==> config.mk <==
export PLATFORM = sky130hd
export DESIGN_NAME = varredura_colunas_matriz
export DESIGN_NICKNAME = d
export VERILOG_FILES = /design/src/rtl/varredura_colunas_matriz.sv
export SDC_FILE = /design/constraint.sdc
export NUM_CORES = 1
export LEC_CHECK = 0
export ABC_AREA = 1
export BUFFER_PORTS_ARGS = -buffer_cell sky130_fd_sc_hd__buf_2
export CAP_MARGIN = 20
export CORE_MARGIN = 3
export CORE_UTILIZATION = 40
export CTS_BUF_LIST = sky130_fd_sc_hd__clkbuf_8
export DETAILED_ROUTE_END_ITERATION = 12
export HOLD_SLACK_MARGIN = 0.1
export PLACE_DENSITY = 0.69
export SLEW_MARGIN = 20
export SYNTH_ARGS = -nofsm -noshare
export SYNTH_HDL_FRONTEND = slang
export SYNTH_SLANG_ARGS = --single-unit
==> constraint.sdc <==
create_clock -name clk -period 1.45 [get_ports clk]
set_input_delay 0.0725 -clock clk [delete_from_list [all_inputs] [get_ports clk]]
set_output_delay 0.0725 -clock clk [all_outputs]
set_load 0.05 [all_outputs]
==> src/rtl/varredura_colunas_matriz.sv <==
// Column-scan controller for the 5x7 irrigation-status LED matrix.
// One-hot column drive with per-slot blanking and frame-latched mode pair.
module varredura_colunas_matriz #(
    parameter int DIV   = 4,
    parameter int BLANK = 1
) (
    input  logic       clk,
    input  logic       reset,
    input  logic       en,
    input  logic       aspersao_in,
    input  logic       gotejamento_in,
    output logic [4:0] col,
    output logic       aspersao,
    output logic       gotejamento,
    output logic       frame_start,
    output logic       blank
);

    localparam int            CW       = (DIV > 1) ? $clog2(DIV) : 1;
    localparam logic [CW-1:0] CNT_LAST = CW'(DIV - 1);
    localparam logic [2:0]    IDX_LAST = 3'd4;

    logic [CW-1:0] cnt;
    logic [2:0]    idx;
    logic          running;
    logic [1:0]    asp_sync;
    logic [1:0]    got_sync;
    logic          in_blank;
    logic          frame_end;

    // Raw mode requests are asynchronous; two flops before any use.
    always_ff @(posedge clk or posedge reset) begin
        if (reset) begin
            asp_sync <= 2'b00;
            got_sync <= 2'b00;
        end else begin
            asp_sync <= {asp_sync[0], aspersao_in};
            got_sync <= {got_sync[0], gotejamento_in};
        end
    end

    assign frame_end = (idx == IDX_LAST) && (cnt == CNT_LAST);

    always_ff @(posedge clk or posedge reset) begin
        if (reset) begin
            cnt         <= '0;
            idx         <= '0;
            running     <= 1'b0;
            aspersao    <= 1'b0;
            gotejamento <= 1'b0;
        end else if (!en) begin
            cnt     <= '0;
            idx     <= '0;
            running <= 1'b0;
        end else if (!running || frame_end) begin
            cnt         <= '0;
            idx         <= '0;
            running     <= 1'b1;
            aspersao    <= asp_sync[1];
            gotejamento <= got_sync[1];
        end else if (cnt == CNT_LAST) begin
            cnt <= '0;
            idx <= idx + 3'd1;
        end else begin
            cnt <= cnt + CW'(1);
        end
    end

    generate
        if (BLANK == 0) begin : g_noblank
            assign in_blank = 1'b0;
        end else begin : g_blank
            localparam logic [CW-1:0] BLANK_C = CW'(BLANK);
            assign in_blank = (cnt < BLANK_C);
        end
    endgenerate

    assign col         = (running && !in_blank) ? (5'b00001 << idx) : 5'b00000;
    assign blank       = running && in_blank;
    assign frame_start = running && (idx == 3'd0) && (cnt == '0);

endmodule

==> impl_metrics.xml, run 1 <==
<?xml version="1.0" encoding="UTF-8"?>
<metrics>
  <group name="placement">
    <metric name="gpl.final_weighted_congestion" unit="">0.724</metric>
    <metric name="place_inst" unit="">94</metric>
    <metric name="detailedPlacementHpwl" unit="um">743</metric>
    <metric name="buffer_ports.inserted" unit="">13</metric>
    <metric name="pre_cts_ws" unit="ns">0.127</metric>
  </group>
  <group name="power_and_ir_drop">
    <metric name="pwr-share-seq" unit="%">42.9</metric>
    <metric name="ir_drop" unit="uV">617</metric>
    <metric name="power.switching" unit="W">0.000212</metric>
    <metric name="post-layout-total-power" unit="W">0.000841</metric>
    <metric name="clock_power_share" unit="%">42.6</metric>
    <metric name="comb_power_share" unit="%">14.5</metric>
    <metric name="cell_internal_power_dissipation" unit="W">0.000630</metric>
    <metric name="static-leakage-power" unit="nW">0.424</metric>
    <metric name="cellPowerDensity" unit="mW/mm^2">998</metric>
    <metric name="switching_part_of_the_total" unit="%">25.2</metric>
  </group>
  <group name="global_routing">
    <metric name="overflow" unit="">0</metric>
    <metric name="grt_start_max_net_pins" unit="">13</metric>
    <metric name="number_of_antenna_violations_at_the_first_check_in_global_routing" unit="">0</metric>
    <metric name="vias_in_the_first_global_route" unit="">431</metric>
    <metric name="gr-usage-all-layers" unit="%">12.2</metric>
    <metric name="first_pass_grt_wire_length" unit="um">1700</metric>
  </group>
  <group name="logic_synthesis">
    <metric name="synth.lib_cells_used.distinct" unit="">11</metric>
    <metric name="netlist_area" unit="sq um">593</metric>
    <metric name="yosysTopAreaCell" unit="">dfrtp_1</metric>
    <metric name="yosys_register_bits" unit="">12</metric>
    <metric name="yosys_warnings" unit="">0</metric>
    <metric name="yosysSeqAreaShare" unit="%">50.6</metric>
    <metric name="synth_cells" unit="">67</metric>
    <metric name="post-synth-top-area-fraction" unit="%">50.6</metric>
    <metric name="syn_nets" unit="">80</metric>
    <metric name="synth_area_per_cell" unit="sq um">8.85</metric>
    <metric name="post_synth_main_area_contributors" unit="">dfrtp_1 51%, ha_1 17%, nand2_1 9.5%</metric>
  </group>
  <group name="outcome">
    <metric name="outcome" unit="">completed</metric>
  </group>
  <group name="critical_path">
    <metric name="family_with_the_most_delay_on_the_worst_path" unit="">flip-flops</metric>
    <metric name="critical_path_peak_fanout" unit="">4</metric>
    <metric name="crit_path_frequent_cell" unit="">inv_1</metric>
    <metric name="timing.critical_path.cells" unit="">inv_1, ha_2, inv_1, nand2_2, nor2_2, buf_6</metric>
    <metric name="worstSetupEndpointType" unit="">output port</metric>
    <metric name="cpPeakStageDelay" unit="ns">0.36</metric>
    <metric name="cp.buffers_inverters" unit="">3</metric>
    <metric name="critPathKind" unit="">flop to output port</metric>
    <metric name="crit_arrival" unit="ns">1.31</metric>
    <metric name="worst_path_max_delay_cell" unit="">dfrtp_1</metric>
    <metric name="worst_ep_required_time" unit="ns">1.38</metric>
    <metric name="cp-start-kind" unit="">flop</metric>
  </group>
  <group name="sta">
    <metric name="max-slew-margin-rel" unit="%">70.3</metric>
    <metric name="setup_total_negative_slack" unit="ns">0</metric>
    <metric name="tightestPinTransition" unit="ns">0.445</metric>
    <metric name="timing_max_transition_violations_final" unit="">0</metric>
    <metric name="post-route-worst-setup-slack" unit="ns">0.0636</metric>
    <metric name="final-hold-violation-count" unit="">0</metric>
    <metric name="setup_viol" unit="">0</metric>
    <metric name="finClkSkew" unit="ns">0.00238</metric>
    <metric name="final_period_minus_worst_setup_slack" unit="ns">1.39</metric>
    <metric name="max_freq" unit="MHz">721</metric>
    <metric name="finalCritPeriodShare" unit="%">95.6</metric>
    <metric name="unrepaired_setup_endpoints_after_global_routing" unit="">yes</metric>
  </group>
  <group name="floorplan">
    <metric name="ios" unit="">14</metric>
    <metric name="initial_standard_cell_utilization_of_the_core" unit="%">43.9</metric>
    <metric name="fp_rows" unit="">13</metric>
    <metric name="height_of_the_die" unit="um">44.5</metric>
    <metric name="core-area" unit="sq mm">0.00135</metric>
    <metric name="die-area" unit="sq mm">0.00198</metric>
    <metric name="dieWidth" unit="um">44.5</metric>
  </group>
  <group name="route">
    <metric name="route.detailed.vias_per_inst" unit="">4.60</metric>
    <metric name="ant_nets" unit="">0</metric>
    <metric name="number_of_detailed_routing_iterations_run_before_antenna_repair" unit="">1</metric>
    <metric name="routed-via-count" unit="">469</metric>
    <metric name="drt_drc_violations_left" unit="">0</metric>
    <metric name="drt-initial-drc-count" unit="">0</metric>
    <metric name="totalWireLength" unit="um">1020</metric>
    <metric name="wl_per_cell" unit="um">9.99</metric>
  </group>
  <group name="final_layout">
    <metric name="most-common-layout-cells" unit="">14 x nand2_1, 12 x dfrtp_1, 9 x inv_1</metric>
    <metric name="num-nets-final" unit="">101</metric>
    <metric name="area_delta_synth_final" unit="%">42.2</metric>
    <metric name="fin_cells" unit="">102</metric>
    <metric name="fillCellCount" unit="">115</metric>
    <metric name="insertedDiodeCount" unit="">0</metric>
    <metric name="layout.cells.most_common" unit="">nand2_1</metric>
    <metric name="register_area" unit="sq um">300</metric>
    <metric name="multi_input_comb_area" unit="sq um">282</metric>
    <metric name="post_route_cells_drive_above_1_share" unit="%">35.6</metric>
  </group>
  <group name="cts">
    <metric name="count_of_h_tree_levels_built_during_cts" unit="">1</metric>
    <metric name="clock_sink_count" unit="">12</metric>
    <metric name="root_buffer" unit="">clkbuf_8</metric>
    <metric name="cts_tree" unit="">done</metric>
    <metric name="clock_path_buffers" unit="">2</metric>
    <metric name="num_cts_buffers" unit="">3</metric>
    <metric name="clock_latency_reported_for_the_late_side_of_the_worst_skew_pair" unit="ns">0.24</metric>
    <metric name="cts.reportedPaths.clkPinSlew" unit="ns">0.05</metric>
  </group>
  <group name="flow_run">
    <metric name="drv.max_cap_violation_count" unit="">0</metric>
  </group>
  <group name="worst_hold_path">
    <metric name="worst_hold_path_type" unit="">flop to flop</metric>
  </group>
</metrics>
[Yosys cell counts, drive strengths merged]
| cell | instances |
|---|---|
| nand2 | 15 |
| dfrtp | 12 |
| inv | 12 |
| nor2 | 10 |
| ha | 8 |
| nand3 | 5 |
| a21oi | 3 |
| clkbuf | 1 |
| or2 | 1 |
[per-layer routing]
layer / track usage (%) / wire [um] / vias up
met5: 0 / 0 / -
met2: 18.6 / 520 / 8
li1: - / - / 240
met1: 14.1 / 432 / 217
met3: 4.88 / 42 / 4
met4: 7.23 / 23 / 0
[per-stage QoR]
step,hold WS [ns],instance area (sq um),utilization (%)
CTS,0.349,791,58.6
floorplan,-0.0628,593,-
finish,0.346,843,62.5
global route,0.352,843,62.5
global placement,0.0909,673,49.9
detailed placement,0.0969,673,49.9
[power groups by stage]
stage               combinational, W  sequential (W)  clock (W)
floorplan                  0.0000546        0.000390          0
global placement            0.000104        0.000365          0
detailed placement          0.000105        0.000365          0
CTS                         0.000116        0.000360   0.000367
global route                0.000133        0.000362   0.000380
finish                      0.000122        0.000361   0.000358
[what timing repair did]
| action | 4_1_cts | 5_1_grt |
|---|---|---|
| setup buffers | 0 | 0 |
| endpoints found under the hold margin | 15 | 0 |
| pin swaps | 0 | 3 |
| setup endpoints to repair | 6 | 6 |
| hold buffers | 4 | 0 |
| gates resized for setup | 8 | 17 |
[final timing paths]
check	cells past startpoint	slack, ns	from	to
max	6	0.06	cnt[0]$_DFF_PP0_	col[1]
min	0	0.35	got_sync[0]$_DFF_PP0_	got_sync[1]$_DFF_PP0_
max reg2reg	4	0.11	idx[0]$_DFFE_PP0P_	idx[2]$_DFFE_PP0P_
min reg2reg	0	0.35	got_sync[0]$_DFF_PP0_	got_sync[1]$_DFF_PP0_
max in group asynchronous	3	0.77	reset	gotejamento$_DFFE_PP0P_
min in group asynchronous	3	0.37	reset	cnt[1]$_DFF_PP0_
[cell families (layout without fill, tap and decap cells)]
group,count (synthesis),after routing,synth area share (%)
fa+ha+maj,8,8,16.9
flops,12,12,50.6
compound gates,3,3,3.16
buf+inv,13,33,8.23
simple gates,31,31,21.1
[state kept, by name (all words and copies together) (netlist names)]
name,cells
running,1
got_sync,2
aspersao,1
idx,3
cnt,2
gotejamento,1
asp_sync,2
[cell type report]
| class | count | share of cell area (%) |
|---|---|---|
| Multi-Input combinational cell | 42 | 33.4 |
| Inverter | 12 | 5.34 |
| Tap cell | 15 | 2.23 |
| Timing Repair Buffer | 17 | 16.9 |
| Clock buffer | 4 | 6.53 |
| Sequential cell | 12 | 35.6 |
Note: power is estimated with default switching activity, not from simulation.
==> run 2: changes to the inputs <==
ABC_AREA = default   (was 1)
PLACE_DENSITY = 0.7   (was 0.69)
REMOVE_ABC_BUFFERS = 1   (was default)
==> run 2 against run 1 <==
Net effect:
- sequential cell count did not move
- final area rose by 11%
- maximum frequency fell by 5.1%
- sequential share of layout area fell by 3.3 points
- critical path depth fell by 1
- via count fell by 5.1%
- non-clock buffer count rose by 7
- synthesized cell count fell by 24%
- critical path type unchanged
- combinational power rose by 16%
- core utilization rose by 7.5 points
- global-route usage rose by 1.3 points
- power fell by 4.1%
- the run now ends with setup timing left
- largest power group unchanged
==> impl_metrics.xml, run 2 <==
<?xml version="1.0" encoding="UTF-8"?>
<metrics>
  <group name="outcome">
    <metric name="outcome" unit="">complete, but fails checks</metric>
    <metric name="failed_checks" unit="">setup timing</metric>
  </group>
  <group name="logic_synthesis">
    <metric name="synth.lib_cells_used.distinct" unit="">19</metric>
    <metric name="synth_area_per_cell" unit="sq um">11.6</metric>
    <metric name="post_synth_main_area_contributors" unit="">dfrtp_1 51%, ha_1 17%, inv_1 4.5%</metric>
    <metric name="synth_enable_flop_cells" unit="">0</metric>
    <metric name="netlist_area" unit="sq um">589</metric>
    <metric name="synthMostInstantiatedCell" unit="">dfrtp_1</metric>
    <metric name="most_instantiated_cells_after_synthesis" unit="">12 x dfrtp_1, 8 x ha_1, 7 x inv_1</metric>
    <metric name="yosys_register_bits" unit="">12</metric>
    <metric name="post-synth-top-area-fraction" unit="%">51.0</metric>
    <metric name="asyncSetResetFlopFracSynth" unit="%">100</metric>
    <metric name="yosys_warnings" unit="">0</metric>
    <metric name="yosysSeqAreaShare" unit="%">51.0</metric>
    <metric name="synth_cells" unit="">51</metric>
    <metric name="yosysTopAreaCell" unit="">dfrtp_1</metric>
    <metric name="ys.flop_type" unit="">dfrtp_1</metric>
  </group>
  <group name="final_layout">
    <metric name="most-common-layout-cells" unit="">11 x dfrtp_1, 7 x buf_2, 6 x buf_6, 6 x buf_4</metric>
    <metric name="fillCellCount" unit="">90</metric>
    <metric name="finalCoreUtilization" unit="%">70.0</metric>
    <metric name="post_route_cells_drive_above_1_share" unit="%">57.9</metric>
    <metric name="layout.cells.most_common" unit="">dfrtp_1</metric>
    <metric name="insertedDiodeCount" unit="">0</metric>
    <metric name="num-nets-final" unit="">91</metric>
    <metric name="fin_area" unit="sq um">933</metric>
    <metric name="flip_flop_count_of_the_largest_register_all_copies_and_words_added" unit="">3</metric>
    <metric name="area_delta_synth_final" unit="%">58.4</metric>
    <metric name="largest-register" unit="">idx</metric>
  </group>
  <group name="cts">
    <metric name="cts_tree" unit="">done</metric>
    <metric name="count_of_h_tree_levels_built_during_cts" unit="">1</metric>
    <metric name="clock_path_buffers" unit="">2</metric>
    <metric name="clock_sink_count" unit="">12</metric>
    <metric name="root_buffer" unit="">clkbuf_8</metric>
    <metric name="clock_latency_reported_for_the_late_side_of_the_worst_skew_pair" unit="ns">0.24</metric>
    <metric name="cts.reportedPaths.clkPinSlew" unit="ns">0.06</metric>
    <metric name="num_cts_buffers" unit="">3</metric>
  </group>
  <group name="global_routing">
    <metric name="vias_in_the_first_global_route" unit="">444</metric>
    <metric name="gr-usage-all-layers" unit="%">13.5</metric>
    <metric name="number_of_antenna_violations_at_the_first_check_in_global_routing" unit="">0</metric>
    <metric name="overflow" unit="">0</metric>
    <metric name="groute.layer.met3.usage" unit="%">6.10</metric>
    <metric name="gr-max-usage-layer" unit="">met2</metric>
    <metric name="use_met1" unit="%">14.3</metric>
    <metric name="grtUsageMet2" unit="%">24.7</metric>
    <metric name="first_pass_grt_wire_length" unit="um">1860</metric>
    <metric name="grt_start_max_net_pins" unit="">13</metric>
  </group>
  <group name="route">
    <metric name="drt_drc_violations_left" unit="">0</metric>
    <metric name="drt-initial-drc-count" unit="">2</metric>
    <metric name="routed-via-count" unit="">445</metric>
    <metric name="ant_nets" unit="">0</metric>
    <metric name="number_of_detailed_routing_iterations_run_before_antenna_repair" unit="">3</metric>
    <metric name="wl_per_cell" unit="um">15.2</metric>
    <metric name="route.detailed.vias_per_inst" unit="">4.89</metric>
    <metric name="totalWireLength" unit="um">1380</metric>
  </group>
  <group name="power_and_ir_drop">
    <metric name="pwr-share-seq" unit="%">45.4</metric>
    <metric name="static-leakage-power" unit="nW">0.416</metric>
    <metric name="switching_part_of_the_total" unit="%">27.2</metric>
    <metric name="cell_internal_power_dissipation" unit="W">0.000587</metric>
    <metric name="power.switching" unit="W">0.000220</metric>
    <metric name="clock_power_share" unit="%">37.1</metric>
    <metric name="cellPowerDensity" unit="mW/mm^2">864</metric>
    <metric name="ir_drop" unit="uV">667</metric>
    <metric name="comb_power_share" unit="%">17.6</metric>
  </group>
  <group name="critical_path">
    <metric name="r2r_end" unit="">gotejamento$_DFFE_PP0P_</metric>
    <metric name="worst_ep_required_time" unit="ns">1.38</metric>
    <metric name="regToRegSetupSlack" unit="ns">0.03</metric>
    <metric name="crit_arrival" unit="ns">1.39</metric>
    <metric name="critPathKind" unit="">flop to output port</metric>
    <metric name="reg2reg_depth" unit="">5</metric>
    <metric name="cp-startpoint" unit="">idx[1]$_DFFE_PP0P_</metric>
    <metric name="timing.critical_path.to" unit="">col[3]</metric>
    <metric name="critical_path_peak_fanout" unit="">4</metric>
    <metric name="r2r-start" unit="">cnt[0]$_DFF_PP0_</metric>
    <metric name="worstSetupEndpointType" unit="">output port</metric>
    <metric name="cp-start-kind" unit="">flop</metric>
  </group>
  <group name="floorplan">
    <metric name="dieWidth" unit="um">44.4</metric>
    <metric name="die-area" unit="sq mm">0.00197</metric>
    <metric name="height_of_the_die" unit="um">44.4</metric>
    <metric name="ios" unit="">14</metric>
    <metric name="core-area" unit="sq mm">0.00133</metric>
    <metric name="initial_standard_cell_utilization_of_the_core" unit="%">44.2</metric>
    <metric name="fp_rows" unit="">13</metric>
  </group>
  <group name="sta">
    <metric name="timing_max_transition_violations_final" unit="">0</metric>
    <metric name="finClkSkew" unit="ns">0.0108</metric>
    <metric name="finalCritPeriodShare" unit="%">101</metric>
    <metric name="holdWs" unit="ns">0.339</metric>
    <metric name="max_freq" unit="MHz">684</metric>
    <metric name="final-hold-violation-count" unit="">0</metric>
    <metric name="post-route-worst-setup-slack" unit="ns">-0.0111</metric>
    <metric name="unrepaired_setup_endpoints_after_global_routing" unit="">yes</metric>
    <metric name="max-slew-margin-rel" unit="%">69.9</metric>
    <metric name="setup_viol" unit="">1</metric>
    <metric name="final_period_minus_worst_setup_slack" unit="ns">1.46</metric>
    <metric name="tightestPinTransition" unit="ns">0.451</metric>
  </group>
  <group name="placement">
    <metric name="detailedPlacementHpwl" unit="um">759</metric>
    <metric name="gpl.final_weighted_congestion" unit="">0.711</metric>
    <metric name="postPlaceCellArea" unit="sq um">673</metric>
    <metric name="buffer_ports.inserted" unit="">13</metric>
  </group>
  <group name="worst_hold_path">
    <metric name="worst_hold_path_type" unit="">flop to flop</metric>
  </group>
  <group name="flow_run">
    <metric name="drv.max_cap_violation_count" unit="">0</metric>
  </group>
</metrics>
==> run 2: cell types whose count changed after synthesis, moves of 2 or more <==
cell     before  now
a21oi_1       2    0
nor2_1       10    5
mux2_2        0    2
nand3_1       5    1
nor3_1        0    3
inv_1        11    7
and3_1        0    2
nand2_1      15    1
==> run 2: metal layers <==
layer  wire (um)  vias up
li1            -      213
met4          40        0
met1         562      215
met5           0        -
met2         707       13
met3          69        4
==> run 2: how the worst min path moves through the flow <==
| stage | from | endpoint | depth (start not counted) |
|---|---|---|---|
| finish | got_sync[0]$_DFF_PP0_ | got_sync[1]$_DFF_PP0_ | 0 |
| global route | got_sync[0]$_DFF_PP0_ | got_sync[1]$_DFF_PP0_ | 0 |
| CTS | asp_sync[0]$_DFF_PP0_ | asp_sync[1]$_DFF_PP0_ | 0 |
| detailed placement | reset | got_sync[0]$_DFF_PP0_ | 2 |
| global placement | reset | got_sync[0]$_DFF_PP0_ | 2 |
| floorplan | reset | asp_sync[0]$_DFF_PP0_ | 1 |
==> run 2: area by class of cell <==
class	count	area, sq um	share of cell area [%]
tap	15	18.8	2.01
multi-input combinational	30	343	36.7
sequential	12	302	32.3
inverter	7	26.3	2.82
timing repair buffer	24	203	21.7
clock buffer	3	41.3	4.42
==> run 2: cell families after synthesis <==
family	after synthesis	synth area share (%)
fa+ha+maj	8	17.0
buf+inv	9	7.01
compound gates	2	3.19
xor+xnor	1	1.49
flops	12	51.0
mux	3	5.52
simple gates	16	14.9
==> run 2: power groups by stage <==
| stage | registers (W) | clock network [W] | logic, W |
|---|---|---|---|
| after floorplan | 0.000397 | 0 | 0.0000556 |
| after global placement | 0.000368 | 0 | 0.000112 |
| after detailed placement | 0.000369 | 0 | 0.000114 |
| after CTS | 0.000364 | 0.000298 | 0.000129 |
| after global routing | 0.000368 | 0.000332 | 0.000152 |
| final | 0.000366 | 0.000299 | 0.000142 |
==> run 2: repair_timing <==
action,CTS,global route
pin swaps,1,2
endpoints found under the hold margin,15,0
gates resized for setup,16,21
setup buffers,1,4
setup endpoints to repair,6,9
hold buffers,4,0
==> run 2: worst max-delay path, cell delays in order, from the launching register on <==
cell,delay (ns)
dfrtp_1,0.41
buf_6,0.14
ha_4,0.15
ha_4,0.14
and3b_1,0.16
buf_6,0.15
==> run 2: through the flow <==
step                      std cells  power, W  setup WS, ns  setup TNS (ns)
after CTS                        87  0.000791      -0.00381        -0.00381
after global placement           79  0.000481        0.0961               0
after floorplan                  49  0.000452        -0.525           -1.33
after detailed placement         79  0.000484        0.0758               0
final                            91  0.000807       -0.0111         -0.0111
after global routing             91  0.000852       -0.0700          -0.171
==> run 3: changes to the inputs <==
==> constraint.sdc (replaced) <==
create_clock -name clk -period 1.45 [get_ports clk]
set_input_delay 0 -clock clk [delete_from_list [all_inputs] [get_ports clk]]
set_output_delay 0 -clock clk [all_outputs]
set_load 0.05 [all_outputs]
==> run 3 against run 2 <==
Net effect:
- the run now ends clean
- core utilization is 7.3 points lower
- clock power is 5% lower
- power is 3.1% lower
- worst setup slack better by 0.074 ns
- critical path depth stayed put
- highest routed layer is now met3
- sequential cell count stayed put
- worst hold slack worse by 0.020 ns
- clock-buffer cell count stayed put
- largest power group unchanged
- first-iteration DRC count is 50% lower
==> impl_metrics.xml, run 3 (synthesized netlist as in run 2, its figures left out) <==
<?xml version="1.0" encoding="UTF-8"?>
<metrics>
  <group name="outcome">
    <metric name="outcome" unit="">completed</metric>
  </group>
  <group name="global_routing">
    <metric name="number_of_antenna_violations_at_the_first_check_in_global_routing" unit="">0</metric>
    <metric name="overflow" unit="">0</metric>
    <metric name="gr-usage-all-layers" unit="%">12.4</metric>
    <metric name="grt_start_max_net_pins" unit="">13</metric>
    <metric name="vias_in_the_first_global_route" unit="">433</metric>
    <metric name="first_pass_grt_wire_length" unit="um">1730</metric>
  </group>
  <group name="cts">
    <metric name="clock_path_buffers" unit="">2</metric>
    <metric name="cts_tree" unit="">done</metric>
    <metric name="cts.reportedPaths.clkPinSlew" unit="ns">0.05</metric>
    <metric name="count_of_h_tree_levels_built_during_cts" unit="">1</metric>
    <metric name="clock_sink_count" unit="">12</metric>
    <metric name="clock_latency_reported_for_the_late_side_of_the_worst_skew_pair" unit="ns">0.23</metric>
    <metric name="root_buffer" unit="">clkbuf_8</metric>
    <metric name="num_cts_buffers" unit="">3</metric>
  </group>
  <group name="critical_path">
    <metric name="r2r_end" unit="">gotejamento$_DFFE_PP0P_</metric>
    <metric name="cp-start-kind" unit="">flop</metric>
    <metric name="r2r-start" unit="">idx[0]$_DFFE_PP0P_</metric>
    <metric name="worstSetupEndpointType" unit="">output port</metric>
    <metric name="cp-startpoint" unit="">idx[0]$_DFFE_PP0P_</metric>
    <metric name="timing.critical_path.to" unit="">col[3]</metric>
    <metric name="critical_path_peak_fanout" unit="">2</metric>
    <metric name="worst_ep_required_time" unit="ns">1.45</metric>
    <metric name="crit_arrival" unit="ns">1.39</metric>
    <metric name="critPathKind" unit="">flop to output port</metric>
    <metric name="regToRegSetupSlack" unit="ns">0.08</metric>
    <metric name="reg2reg_depth" unit="">5</metric>
  </group>
  <group name="placement">
    <metric name="postPlaceCellArea" unit="sq um">673</metric>
    <metric name="place_inst" unit="">79</metric>
    <metric name="buffer_ports.inserted" unit="">13</metric>
    <metric name="gpl.final_weighted_congestion" unit="">0.711</metric>
    <metric name="detailedPlacementHpwl" unit="um">759</metric>
  </group>
  <group name="final_layout">
    <metric name="insertedDiodeCount" unit="">0</metric>
    <metric name="finalCoreUtilization" unit="%">62.7</metric>
    <metric name="fin_area" unit="sq um">836</metric>
    <metric name="flip_flop_count_of_the_largest_register_all_copies_and_words_added" unit="">3</metric>
    <metric name="fin_cells" unit="">87</metric>
    <metric name="layout.cells.most_common" unit="">dfrtp_1</metric>
    <metric name="area_delta_synth_final" unit="%">41.8</metric>
    <metric name="num-nets-final" unit="">87</metric>
    <metric name="most-common-layout-cells" unit="">12 x dfrtp_1, 7 x inv_1, 7 x buf_2</metric>
    <metric name="post_route_cells_drive_above_1_share" unit="%">43.1</metric>
    <metric name="largest-register" unit="">idx</metric>
  </group>
  <group name="floorplan">
    <metric name="core-area" unit="sq mm">0.00133</metric>
    <metric name="height_of_the_die" unit="um">44.4</metric>
    <metric name="die-area" unit="sq mm">0.00197</metric>
    <metric name="dieWidth" unit="um">44.4</metric>
    <metric name="initial_standard_cell_utilization_of_the_core" unit="%">44.2</metric>
    <metric name="ios" unit="">14</metric>
    <metric name="fp_rows" unit="">13</metric>
  </group>
  <group name="power_and_ir_drop">
    <metric name="cellPowerDensity" unit="mW/mm^2">935</metric>
    <metric name="switching_part_of_the_total" unit="%">25.5</metric>
    <metric name="cell_internal_power_dissipation" unit="W">0.000582</metric>
    <metric name="ir_drop" unit="uV">703</metric>
    <metric name="comb_power_share" unit="%">17.2</metric>
    <metric name="post-layout-total-power" unit="W">0.000781</metric>
    <metric name="pwr-share-seq" unit="%">46.7</metric>
    <metric name="power.switching" unit="W">0.000199</metric>
    <metric name="static-leakage-power" unit="nW">0.398</metric>
    <metric name="clock_power_share" unit="%">36.2</metric>
  </group>
  <group name="flow_run">
    <metric name="drv.max_cap_violation_count" unit="">0</metric>
  </group>
  <group name="route">
    <metric name="drt_drc_violations_left" unit="">0</metric>
    <metric name="drt-initial-drc-count" unit="">1</metric>
    <metric name="ant_nets" unit="">0</metric>
    <metric name="totalWireLength" unit="um">1100</metric>
    <metric name="wl_per_cell" unit="um">12.6</metric>
    <metric name="route.detailed.vias_per_inst" unit="">4.80</metric>
    <metric name="number_of_detailed_routing_iterations_run_before_antenna_repair" unit="">3</metric>
    <metric name="routed-via-count" unit="">418</metric>
  </group>
  <group name="sta">
    <metric name="max_freq" unit="MHz">721</metric>
    <metric name="finalCritPeriodShare" unit="%">95.6</metric>
    <metric name="timing_max_transition_violations_final" unit="">0</metric>
    <metric name="tightestPinTransition" unit="ns">0.451</metric>
    <metric name="finClkSkew" unit="ns">0.00277</metric>
    <metric name="final_period_minus_worst_setup_slack" unit="ns">1.39</metric>
    <metric name="setup_viol" unit="">0</metric>
    <metric name="holdWs" unit="ns">0.318</metric>
    <metric name="max-slew-margin-rel" unit="%">69.9</metric>
    <metric name="final-hold-violation-count" unit="">0</metric>
  </group>
  <group name="worst_hold_path">
    <metric name="worst_hold_path_type" unit="">input pin to async pin</metric>
  </group>
</metrics>
==> run 3: cell count changes in the layout (fill, tap and decap cells not counted), moves of 2 or more <==
cell / delta
ha_1: +3
and3_1: +2
and3_4: -2
inv_2: -3
ha_4: -2
buf_6: -3
inv_1: +3
==> run 3: timing repair <==
action	4_1_cts	5_1_grt
hold buffers	4	0
pin swaps	0	2
endpoints found under the hold margin	15	0
gates resized for setup	5	16
buffers inserted	0	1
cloned	0	0
setup endpoints to repair	4	9
==> run 3: power by group through the flow <==
stage                     clock, W  combinational (W)  sequential, W
after global routing      0.000313           0.000145       0.000366
after detailed placement         0           0.000114       0.000369
final                     0.000283           0.000134       0.000365
after CTS                 0.000298           0.000125       0.000364
after floorplan                  0          0.0000556       0.000397
after global placement           0           0.000112       0.000368
==> run 3: final cells by class <==
cell class,instances,area [sq um]
inverter,7,26.3
fill,111,498
sequential,12,300
multi-input combinational,30,295
tap,15,18.8
clock buffer,3,41.3
timing repair buffer,20,154
==> run 3: how the worst min path moves through the flow <==
stage,start,endpoint,depth (start not counted)
2_1_floorplan,reset,asp_sync[0]$_DFF_PP0_,1
3_3_place_gp,reset,got_sync[0]$_DFF_PP0_,2
3_5_place_dp,reset,got_sync[0]$_DFF_PP0_,2
4_1_cts,reset,got_sync[0]$_DFF_PP0_,3
5_1_grt,asp_sync[0]$_DFF_PP0_,asp_sync[1]$_DFF_PP0_,0
6_report,reset,asp_sync[1]$_DFF_PP0_,3
==> run 3: metal layers <==
metal | global-route usage, % | wire length [um] | vias to the layer above | part of all wire (%)
li1 | - | - | 209 | -
met1 | 13.8 | 482 | 202 | 44
met2 | 21.8 | 578 | 7 | 53
met3 | 6.10 | 39 | 0 | 3.5
met4 | 1.81 | 0 | 0 | 0
met5 | 0 | 0 | - | 0
==> run 3: metrics by stage <==
stage	TNS, ns	setup WS [ns]
after global routing	-0.0127	-0.00383
after detailed placement	0	0.0758
after CTS	0	0.00743
after floorplan	-1.11	-0.453
after global placement	0	0.0961
final	0	0.0631
==> run 3: worst max-delay path, stage by stage, from the launching register on <==
cell and delay [ns]:
dfrtp_1 0.39, buf_6 0.12, ha_2 0.17, ha_1 0.17, and3b_1 0.17, buf_6 0.15
